[src/rtl/lfsr_pkg.sv]
// Shared types and constants for the LFSR PRBS generator: control FSM states,
// maximal-length feedback masks (bit i set = state[i] feeds the XOR) and default seed.
package lfsr_pkg;

  typedef enum logic {
    IDLE = 1'b0,
    RUN  = 1'b1
  } lfsr_state_e;

  localparam logic [7:0]  TAPS_8  = 8'hB8;                  // x^8+x^6+x^5+x^4+1
  localparam logic [15:0] TAPS_16 = 16'hD008;               // x^16+x^15+x^13+x^4+1
  localparam logic [23:0] TAPS_24 = 24'hE1_0000;            // x^24+x^23+x^22+x^17+1
  localparam logic [31:0] TAPS_32 = 32'h8020_0003;          // x^32+x^22+x^2+x+1
  localparam logic [63:0] TAPS_64 = 64'hD800_0000_0000_0000; // x^64+x^63+x^61+x^60+1

  localparam logic [31:0] DEFAULT_SEED = 32'h0000_ACE1;

endpackage

[src/rtl/lfsr_step.sv]
// Combinational Fibonacci LFSR advance: applies STEP single shifts
// (fb = ^(state & TAPS), next = {state[WIDTH-2:0], fb}) within one cycle.
module lfsr_step #(
  parameter int unsigned       WIDTH = 32,
  parameter logic [WIDTH-1:0]  TAPS  = WIDTH'(32'h8020_0003),
  parameter int unsigned       STEP  = 1
) (
  input  logic [WIDTH-1:0] state_i,
  output logic [WIDTH-1:0] next_o
);

  logic [WIDTH-1:0] s;

  always_comb begin
    s = state_i;
    for (int unsigned k = 0; k < STEP; k++) begin
      s = {s[WIDTH-2:0], ^(s & TAPS)};
    end
    next_o = s;
  end

endmodule

[src/rtl/lfsr_prbs_gen.sv]
// Parametrised Fibonacci LFSR generator with enable, run-time seed load and a
// valid/ready output. Define LFSR_LOCKUP_EN to trap the all-zero state and add the lockup port.
module lfsr_prbs_gen
  import lfsr_pkg::*;
#(
  parameter int unsigned       WIDTH = 32,
  parameter logic [WIDTH-1:0]  TAPS  = WIDTH'(TAPS_32),
  parameter logic [WIDTH-1:0]  SEED  = WIDTH'(DEFAULT_SEED),
  parameter int unsigned       STEP  = 1
) (
  input  logic                     clk,
  input  logic                     reset_n,
  input  logic                     en,
  input  logic                     seed_load,
  input  logic [WIDTH-1:0]         seed_in,
  output logic signed [WIDTH-1:0]  random_bits,
  output logic                     out_valid,
`ifdef LFSR_LOCKUP_EN
  output logic                     lockup,
`endif
  input  logic                     out_ready
);

  lfsr_state_e      fsm_q, fsm_d;
  logic [WIDTH-1:0] state_q, state_d;
  logic [WIDTH-1:0] word_q, word_d;
  logic [WIDTH-1:0] adv_state;
  logic             adv_go;
`ifdef LFSR_LOCKUP_EN
  logic             lock_q, lock_d;
`endif

  lfsr_step #(
    .WIDTH (WIDTH),
    .TAPS  (TAPS),
    .STEP  (STEP)
  ) u_step (
    .state_i (state_q),
    .next_o  (adv_state)
  );

  assign out_valid   = (fsm_q == RUN);
  assign random_bits = word_q;
  assign adv_go      = en && (!out_valid || out_ready) && !seed_load;

  always_comb begin
    fsm_d = fsm_q;
    unique case (fsm_q)
      IDLE: if (adv_go) fsm_d = RUN;
      RUN: begin
        if (seed_load)            fsm_d = IDLE;
        else if (out_ready && !en) fsm_d = IDLE;
      end
      default: fsm_d = IDLE;
    endcase
  end

  // Seed load wins over advance; a pending word is dropped but random_bits keeps its value.
  always_comb begin
    state_d = state_q;
    word_d  = word_q;
`ifdef LFSR_LOCKUP_EN
    lock_d  = 1'b0;
`endif
    if (seed_load) begin
      state_d = seed_in;
`ifdef LFSR_LOCKUP_EN
      if (seed_in == '0) begin
        state_d = SEED;
        lock_d  = 1'b1;
      end
`endif
    end else if (adv_go) begin
      state_d = adv_state;
      word_d  = adv_state;
`ifdef LFSR_LOCKUP_EN
      if (adv_state == '0) begin
        state_d = SEED;
        word_d  = SEED;
        lock_d  = 1'b1;
      end
`endif
    end
  end

  always_ff @(posedge clk or negedge reset_n) begin
    if (!reset_n) begin
      fsm_q   <= IDLE;
      state_q <= SEED;
      word_q  <= '0;
    end else begin
      fsm_q   <= fsm_d;
      state_q <= state_d;
      word_q  <= word_d;
    end
  end

`ifdef LFSR_LOCKUP_EN
  always_ff @(posedge clk or negedge reset_n) begin
    if (!reset_n) lock_q <= 1'b0;
    else          lock_q <= lock_d;
  end

  assign lockup = lock_q;
`endif

endmodule

[config.mk]
export PLATFORM = sky130hd
export DESIGN_NAME = lfsr_prbs_gen
export DESIGN_NICKNAME = d
export VERILOG_FILES = /design/src/rtl/lfsr_pkg.sv /design/src/rtl/lfsr_step.sv /design/src/rtl/lfsr_prbs_gen.sv
export SDC_FILE = /design/constraint.sdc
export NUM_CORES = 1
export LEC_CHECK = 0
export ABC_AREA = 1
export BUFFER_PORTS_ARGS = -buffer_cell sky130_fd_sc_hd__buf_2
export CAP_MARGIN = 20
export CORE_UTILIZATION = 45
export CTS_CLUSTER_DIAMETER = 200
export DETAILED_ROUTE_END_ITERATION = 12
export GPL_ROUTABILITY_DRIVEN = 0
export PLACE_DENSITY = 0.68
export SKIP_CTS_REPAIR_TIMING = 1
export SYNTH_ARGS = -nofsm -noshare
export SYNTH_HDL_FRONTEND = slang
export SYNTH_SLANG_ARGS = --single-unit
[constraint.sdc]
create_clock -name clk -period 1.2 [get_ports clk]
set_input_delay 0.06 -clock clk [delete_from_list [all_inputs] [get_ports clk]]
set_output_delay 0.06 -clock clk [all_outputs]
set_load 0.01 [all_outputs]
==> results.tsv <==
metric	value	unit
DRC violations left	0	
most common cell after layout, fill and taps aside	nand2_1	
mapped cell area	0.00261	mm^2
Mapped Cells	300	
VDD IR max	0.798	mV
RSZ-0062 raised after global routing	true	
# placed instances	436	
via count	2344	
Syn Area/Cell	8.71	um^2
setup_tns	-1.70	ns
GRT Total Usage	20.4	%
Port Buf Inserts	69	
register area	0.00164	mm^2
maximum fanout along the worst path	5	
ratio of final minimum period to clock period	106	%
Slew Limit Fails	0	
Synth area leader	dfrtp_1	
Layout area overhead	51.2	%
Slew HR	76.6	%
global-route wire length before repair	9.49	mm
DR pass1 iterations	5	
ratio of cells with drive above 1 in the final layout	37.3	%
clk_lat worst skew	0.34	ns
drt via density	4.78	
Fillers	446	
Max Buffers Root-to-Sink	2	
final hold vios	0	
hold slack	0.0105	ns
Die Height	78.2	um
failing checks	negative setup slack	
skew final	0.00587	ns
Iter 0 DRT Violations	125	
Critical Path RT	1.48	ns
final-stage net count	450	
CTS root buffer	clkbuf_8	
Avg WL per Cell	13.2	um
post-synthesis cell type count	14	
fmax	0.785	GHz
fin crit period	1.27	ns
initial antenna violation count	0	
clock-pin transition on the worst setup and hold timing paths	0.07	ns
most frequent cells in the layout	147 x nand2_1, 69 x buf_2, 57 x dfrtp_1	
arrival time at the worst endpoint	1.55	ns
total clock sinks	65	
total global routing overflow	0	
CTS H-tree lvls	3	
CP Capture Type	flip-flop	
critical path class	flip-flop to flip-flop	
core area	0.00554	mm^2
Synth area leaders	dfrtp_1 55%, nand2_1 25%, dfstp_2 8.0%	
Boundary Pins	70	
initial core utilization	47.2	%
maximum number of pins on one net before global-route repair	66	
post-DP HPWL	3.58	mm
PnR worst setup slack	-0.0739	ns
worst slew pin tran	0.351	ns
cts bufs inserted	9	
Seq/Total Area, Yosys	62.6	%
Synth Register Bits	65	
DIE AREA	0.00612	mm^2
Min-Delay Path Class	input pin to flip-flop	
pre-CTS setup slack	-0.0609	ns
outcome	finished with violations	
Setup Viol. Count Final	53	
die extent in x	78.2	um
Synth top area share	54.6	%
wirelength, routed	6.48	mm
Startpoint Class	flip-flop	
diode count	0	
footprint of the multi-input gates	0.00107	mm^2
Max Cap Violations	0	
leakage power figure	2.23	nW
Row Count	27	
syn nets	337	
Detail Route Antenna Nets	0	
PwrDens	1540	mW/mm^2
Pwr Total	6.08	mW
CTS tree	done	
fin cells	490	
vias in the first global route	2180	
YS warnings	0	
-- where the power goes --
part,internal (mW),total (mW),switching (mW)
logic,0.493,1.07,0.578
registers,2.52,2.72,0.201
clock network,1.43,2.29,0.857
-- cell usage after synthesis (all sizes together) --
library cell and count:
nor2 1, dfstp 8, inv 9, nand2 178
nand3 32, a21oi 2, buf 10, clkbuf 3
dfrtp 57
-- worst max-delay path: stages (launching register included) --
cell and delay, ns:
dfrtp_1 0.39, nand2_2 0.09, nand2_4 0.06, nor2_4 0.21, buf_6 0.15, clkbuf_16 0.14
nand2_2 0.07, nand2_1 0.08
-- state kept, by name, summed over array words and instances, names as in the netlist --
name / count
random_bits: 32
out_valid: 1
state_q: 32
-- kinds of logic (layout without fill, tap and decap cells) --
logic type	count (synthesis)	in the layout	synth area share [%]
AO/OA/AOI/OAI	2	2	0.526
buffers and inverters	22	140	4.64
flip-flops	65	65	62.6
AND/OR/NAND/NOR	211	211	32.2
-- area by class of cell --
type | count | area share (%)
Inverter | 9 | 1.04
Multi-Input combinational cell | 213 | 27.2
Clock inverter | 5 | 2.60
Clock buffer | 11 | 3.58
Timing Repair Buffer | 115 | 21.9
Tap cell | 72 | 2.28
Sequential cell | 65 | 41.4
-- final timing paths --
path | startpoint | to | slack [ns] | cells after the start
setup / recovery | out_valid | random_bits[23] | -0.07 | 7
hold / removal | en | out_valid | 0.01 | 3
setup reg to reg | out_valid | random_bits[23] | -0.07 | 7
hold reg to reg | random_bits[24] | random_bits[24] | 0.46 | 2
max in group asynchronous | reset_n | state_q[11] | 0.62 | 3
min in group asynchronous | reset_n | state_q[17] | 0.25 | 3
-- metal layers --
layer | part of all wire, % | routed length (um) | global-route usage [%] | up-vias
met5 | 0 | 0 | 0 | -
met4 | 2.3 | 148 | 10.6 | 0
met3 | 4.8 | 308 | 5.23 | 13
met2 | 48 | 3100 | 32.7 | 67
met1 | 45 | 2920 | 25.3 | 1110
li1 | - | - | - | 1154
-- per-stage QoR --
step                      utilization (%)  instance area (um^2)
final                                71.3                  3950
after floorplan                         -                  2610
after global routing                 71.3                  3950
after CTS                            59.2                  3280
after detailed placement             54.8                  3030
after global placement               54.8                  3030
No activity file was read; power rests on OpenSTA's default activity.
